--- config.mk ---
export PLATFORM = sky130hd
export DESIGN_NAME = pic_ram_writer_flat
export DESIGN_NICKNAME = d
export VERILOG_FILES = /design/src/rtl/pic_ram_writer_if.sv /design/src/rtl/pic_ram_writer.sv /design/src/flat_wrapper.sv
export SDC_FILE = /design/constraint.sdc
export NUM_CORES = 1
export LEC_CHECK = 0
export BUFFER_PORTS_ARGS = -buffer_cell sky130_fd_sc_hd__buf_2
export CAP_MARGIN = 40
export CORE_MARGIN = 2
export CORE_UTILIZATION = 40
export CTS_CLUSTER_SIZE = 28
export DETAILED_ROUTE_END_ITERATION = 8
export GPL_ROUTABILITY_DRIVEN = 1
export SYNTH_ARGS = -nofsm -noshare
export SYNTH_HDL_FRONTEND = slang
export SYNTH_SLANG_ARGS = --single-unit
--- constraint.sdc ---
create_clock -name clk_vga -period 3.6 [get_ports clk_vga]
set_clock_uncertainty 0.15 [all_clocks]
set_input_delay 0.36 -clock clk_vga [delete_from_list [all_inputs] [get_ports clk_vga]]
set_output_delay 0.36 -clock clk_vga [all_outputs]
set_load 0.01 [all_outputs]
--- src/rtl/pic_ram_writer_if.sv ---
// Byte-stream and RAM-write bus of the picture RAM writer.
// The master side supplies frame control and source bytes; the slave
// side (the writer) returns flow control, the RAM write port and status.
interface pic_ram_writer_if #(
  parameter int AW = 19
);
  logic          start;
  logic          abort;
  logic [7:0]    byte_in;
  logic          byte_valid;
  logic          byte_ready;
  logic          ram_we;
  logic [AW-1:0] ram_addr;
  logic [15:0]   ram_data;
  logic          busy;
  logic          done;

  modport master (
    output start, abort, byte_in, byte_valid,
    input  byte_ready, ram_we, ram_addr, ram_data, busy, done
  );

  modport slave (
    input  start, abort, byte_in, byte_valid,
    output byte_ready, ram_we, ram_addr, ram_data, busy, done
  );
endinterface

--- src/rtl/pic_ram_writer.sv ---
// Picture RAM writer: assembles RGB565 pixels from a byte stream (high byte
// first) and writes one frame of L x W pixels into RAM in row-major order.
// Each pixel takes HI (high byte), LO (low byte) and WR (write strobe), so a
// pixel costs at least three cycles. abort cancels a frame from any busy state.
module pic_ram_writer #(
  parameter logic [10:0] L  = 11'd640,
  parameter logic [10:0] W  = 11'd480,
  parameter int          AW = 19
) (
  input  logic            clk_vga,
  input  logic            rst,
  pic_ram_writer_if.slave bus
);

  // Index of the last pixel of a frame; L*W must fit in AW address bits.
  localparam int unsigned   PIXELS = int'(L) * int'(W);
  localparam logic [AW-1:0] LAST   = AW'(PIXELS - 1);

  typedef enum logic [2:0] {
    IDLE,
    HI,
    LO,
    WR,
    FIN
  } state_t;

  state_t        state;
  state_t        state_nxt;
  logic [AW-1:0] cnt;
  logic [AW-1:0] cnt_nxt;
  logic [7:0]    hi_byte;
  logic [AW-1:0] addr_q;
  logic [15:0]   data_q;
  logic          ready;
  logic          we;
  logic          done;
  logic          accept;

  // State register and pixel counter.
  always_ff @(posedge clk_vga or negedge rst) begin
    // NOTE: sequential state uses non-blocking assignments so every register
    // samples the values from before this edge, regardless of block order.
    if (!rst) begin
      state <= IDLE;
      cnt   <= '0;
    end else begin
      state <= state_nxt;
      cnt   <= cnt_nxt;
    end
  end

  // Next-state, counter and strobe decode; abort overrides everything while busy.
  always_comb begin
    // NOTE: every signal written here gets a default first, so no path
    // through the case can leave one unassigned and infer a latch.
    state_nxt = state;
    cnt_nxt   = cnt;
    ready     = 1'b0;
    we        = 1'b0;
    done      = 1'b0;

    case (state)
      IDLE: begin
        if (bus.start && !bus.abort) begin
          state_nxt = HI;
          cnt_nxt   = '0;
        end
      end
      HI: begin
        ready = 1'b1;
        if (bus.byte_valid) state_nxt = LO;
      end
      LO: begin
        ready = 1'b1;
        if (bus.byte_valid) state_nxt = WR;
      end
      WR: begin
        we = 1'b1;
        if (cnt == LAST) begin
          state_nxt = FIN;
        end else begin
          cnt_nxt   = cnt + AW'(1);
          state_nxt = HI;
        end
      end
      FIN: begin
        done      = 1'b1;
        state_nxt = IDLE;
        cnt_nxt   = '0;
      end
      default: begin
        state_nxt = IDLE;
        cnt_nxt   = '0;
      end
    endcase

    // A cancelled frame must not consume a byte, write, or signal completion.
    if (bus.abort && (state != IDLE)) begin
      state_nxt = IDLE;
      cnt_nxt   = '0;
      ready     = 1'b0;
      we        = 1'b0;
      done      = 1'b0;
    end
  end

  assign accept = ready & bus.byte_valid;

  // Byte capture: the high byte waits in hi_byte; the low byte completes the
  // pixel and loads the write address/data, which then hold until the next pixel.
  always_ff @(posedge clk_vga or negedge rst) begin
    if (!rst) begin
      hi_byte <= '0;
      addr_q  <= '0;
      data_q  <= '0;
    end else if (accept) begin
      if (state == HI) begin
        hi_byte <= bus.byte_in;
      end else begin
        addr_q <= cnt;
        data_q <= {hi_byte, bus.byte_in};
      end
    end
  end

  assign bus.byte_ready = ready;
  assign bus.ram_we     = we;
  assign bus.ram_addr   = addr_q;
  assign bus.ram_data   = data_q;
  assign bus.busy       = (state != IDLE);
  assign bus.done       = done;

endmodule

--- src/flat_wrapper.sv ---
// flat-port wrapper written by rule: the top's interface ports become plain ports
module pic_ram_writer_flat 
#(
  parameter logic [10:0] L  = 11'd640,
  parameter logic [10:0] W  = 11'd480,
  parameter int          AW = 19
)
  (clk_vga, rst, bus_start, bus_abort, bus_byte_in, bus_byte_valid, bus_byte_ready, bus_ram_we, bus_ram_addr, bus_ram_data, bus_busy, bus_done);
  pic_ram_writer_if #(.AW(AW)) bus_i ();
  input  logic clk_vga;
  input  logic rst;
  input wire logic [$bits(bus_i.start)-1:0] bus_start;
  input wire logic [$bits(bus_i.abort)-1:0] bus_abort;
  input wire logic [$bits(bus_i.byte_in)-1:0] bus_byte_in;
  input wire logic [$bits(bus_i.byte_valid)-1:0] bus_byte_valid;
  output wire logic [$bits(bus_i.byte_ready)-1:0] bus_byte_ready;
  output wire logic [$bits(bus_i.ram_we)-1:0] bus_ram_we;
  output wire logic [$bits(bus_i.ram_addr)-1:0] bus_ram_addr;
  output wire logic [$bits(bus_i.ram_data)-1:0] bus_ram_data;
  output wire logic [$bits(bus_i.busy)-1:0] bus_busy;
  output wire logic [$bits(bus_i.done)-1:0] bus_done;
  assign bus_i.start = bus_start;
  assign bus_i.abort = bus_abort;
  assign bus_i.byte_in = bus_byte_in;
  assign bus_i.byte_valid = bus_byte_valid;
  assign bus_byte_ready = bus_i.byte_ready;
  assign bus_ram_we = bus_i.ram_we;
  assign bus_ram_addr = bus_i.ram_addr;
  assign bus_ram_data = bus_i.ram_data;
  assign bus_busy = bus_i.busy;
  assign bus_done = bus_i.done;
  pic_ram_writer #(.L(L), .W(W), .AW(AW)) u_core (.clk_vga(clk_vga), .rst(rst), .bus(bus_i));
endmodule
==> impl_metrics.ini <==
[status]
status = complete, no violations

[run]
maxCapViolCount = 0

[clock_network]
cts_tree = yes
cts_buffers = 9
clk_latency_ps = 340
cts-root-buf = clkbuf_8
clk_path_buf_depth = 2
numClockSinks = 65
clk_pin_slew_ps = 80
ctsHtreeMaxLevel = 3

[final_layout]
fillers = 634
utilization = 0.507
drive_above_1_share = 0.395
area_growth_pct = 20.8
post-route-cell-area_um2 = 3480
layout.nets = 310
antennaDiodeCount = 0
stdcell_count = 397

[setup_path]
worstPathRequired_ps = 3700
cp_top_family = simple AND/OR/NAND/NOR gates
arrival_ps = 2410
cpMaxStageDelayCell = or4b_4
start_kind = flop
crit_type = reg2reg
path_cells = or4b_4, and4_4, a21o_4, or4_1, a21oi_1
cp_max_fo = 12
critPathBufInv = 0
slowest_delay_ps = 590
worstSetupEndpointType = flop

[sta]
setup_viol = 0
worst_pin_slew_ps = 657
fin_crit_sh = 0.643
rsz0062_at_grt = false
max_freq_ghz = 0.432
slew_viol_final = 0
slew_headroom = 0.561
fin_crit_ps = 2310
tns_ps = 0
final_hold_viol_count = 0

[synthesis]
async_flop_share = 1.00
synth_cell_types = 39
postSynthAreaPerCell_um2 = 12.0
synth-seq-cells = 65
yosysSeqAreaShare = 0.564
ys.warnings.count = 0
synth_edf_count = 0
syn_inst = 240
netlist_area_um2 = 2880
synthesis.nets = 254
ys.flop_type = dfrtp_1

[pwr]
switching_share = 0.286
internal_power_uw = 1480
switching_power_uw = 594
powerDensity_nw_per_um2 = 597
pwr-share-comb = 0.212
p_clk_frac = 0.338
p_seq_frac = 0.450
peakVddDrop_mv = 0.297
p_leak_uw = 0.00172

[grt]
antenna_found_initial = 0
grt_pass1_wl_um = 9610
track_usage = 0.162
overflow = 0
grt_pass1_vias = 2045
grt_max_degree = 39

[floorplanning]
die_area_um2 = 7900
die_x_um = 88.9
start_util = 0.419
ioPinCount = 52
design.core.area_um2 = 6870
die_h_um = 88.9
core.rowCount = 30

[drt]
drt-initial-drc-count = 59
route.detailed.wl_per_inst_um = 14.6
vias_per_cell = 5.10
ant_nets = 0
vias = 2026
wl_um = 5810
remaining_drc_errors = 0
first_pass_iters = 4

[placed_design]
dp_cells = 380
hpwl_um = 4100
placed_area_um2 = 3250
portBuffers = 51
gp_congestion = 0.833

[worst_hold_path]
hold_class = in2reg
## kinds of logic after synthesis
logic type	Yosys count	share of synthesized area
AND/OR/NAND/NOR	72	0.132
flip-flops	65	0.564
multiplexers	40	0.156
AO/OA/AOI/OAI	38	0.0934
buffers and inverters	17	0.0282
XOR/XNOR	7	0.0213
adder cells (fa/ha/maj)	1	0.00434
## power by group through the flow
stage               combinational, uW  sequential, uW  clock [uW]
finish                            441             934         702
global route                      493             954         757
CTS                               451             935         720
detailed placement                449             949           0
global placement                  440             942           0
floorplan                         283             961           0
## stage by stage
stage                     worst slack (ps)  power [uW]  hold WS, ps
after floorplan                       1400        1240        -85.6
after global placement                1340        1380          313
after detailed placement              1300        1400          192
after CTS                             1290        2110         96.2
after global routing                  1120        2200          101
final                                 1290        2080          108
## cell usage in the layout (no fill, tap or decap), drive strengths merged, types with 7 or more instances in the layout
cell type	instances
clkbuf	10
mux2	40
dfrtp	65
nand3	11
nor2	13
o21ai	10
inv	7
buf	55
a21oi	9
nand2	17
xnor2	7
## routing by layer
| layer | GRT usage | part of all wire | vias to the layer above |
|---|---|---|---|
| li1 | - | - | 985 |
| met1 | 0.212 | 0.47 | 998 |
| met2 | 0.246 | 0.47 | 35 |
| met3 | 0.0373 | 0.038 | 8 |
| met4 | 0.0937 | 0.019 | 0 |
| met5 | 0 | 0 | - |
## worst paths after layout
path / startpoint / end / slack, ps / depth (start not counted)
worst max-delay path: u_core.state[1] / u_core.cnt[6] / 1290 / 5
worst min-delay path: bus_byte_in[3] / u_core.bus.ram_data[3] / 110 / 2
worst max register to register: u_core.state[1] / u_core.cnt[6] / 1290 / 5
worst min register to register: u_core.bus.ram_addr[9] / u_core.bus.ram_addr[9] / 330 / 2
max in group asynchronous: rst / u_core.bus.ram_data[4] / 2110 / 4
min in group asynchronous: rst / u_core.cnt[15] / 360 / 2
## flip-flops by register name (all words and copies together) (netlist names)
signal	count
u_core.bus.ram_addr	19
u_core.bus.ram_data	16
u_core.hi_byte	8
u_core.cnt	19
u_core.state	3
## synth_stat cells, types with 2 or more instances
| cell type | number | area [um2] |
|---|---|---|
| nor2b_1 | 2 | 12.5 |
| buf_2 | 2 | 10.0 |
| buf_6 | 2 | 22.5 |
| clkbuf_1 | 6 | 22.5 |
| and4_1 | 2 | 17.5 |
| a21oi_1 | 9 | 45.0 |
| mux2_2 | 40 | 450 |
| nand2_1 | 17 | 63.8 |
| nor3_1 | 4 | 20.0 |
| nand4_1 | 5 | 31.3 |
| a211oi_1 | 2 | 15.0 |
| a41o_1 | 3 | 30.0 |
| nor2_1 | 13 | 48.8 |
| dfrtp_1 | 65 | 1630 |
| o21ai_0 | 10 | 50.1 |
| nor4_1 | 4 | 25.0 |
| or3_1 | 4 | 25.0 |
| a31o_2 | 2 | 17.5 |
| xnor2_1 | 7 | 61.3 |
| nand3_1 | 11 | 55.1 |
| a31oi_1 | 3 | 18.8 |
| inv_1 | 6 | 22.5 |
| and3_1 | 5 | 31.3 |
## final cells by class
class	instances	area, um2	share of cell area
clock buffers	10	138	0.0395
well taps	96	120	0.0345
clock inverters	6	88.8	0.0255
repair buffers	56	308	0.0884
flip-flops and latches	65	1630	0.467
multi-input cells	158	1180	0.338
inverters	6	22.5	0.00647
## repair_timing
item                                   in CTS  in global routing
hold buffers                                1                  0
endpoints found under the hold margin      18                  0
setup buffers                               0                  0
gates resized for setup                     0                  0
Power figures use the tool's default switching activity.
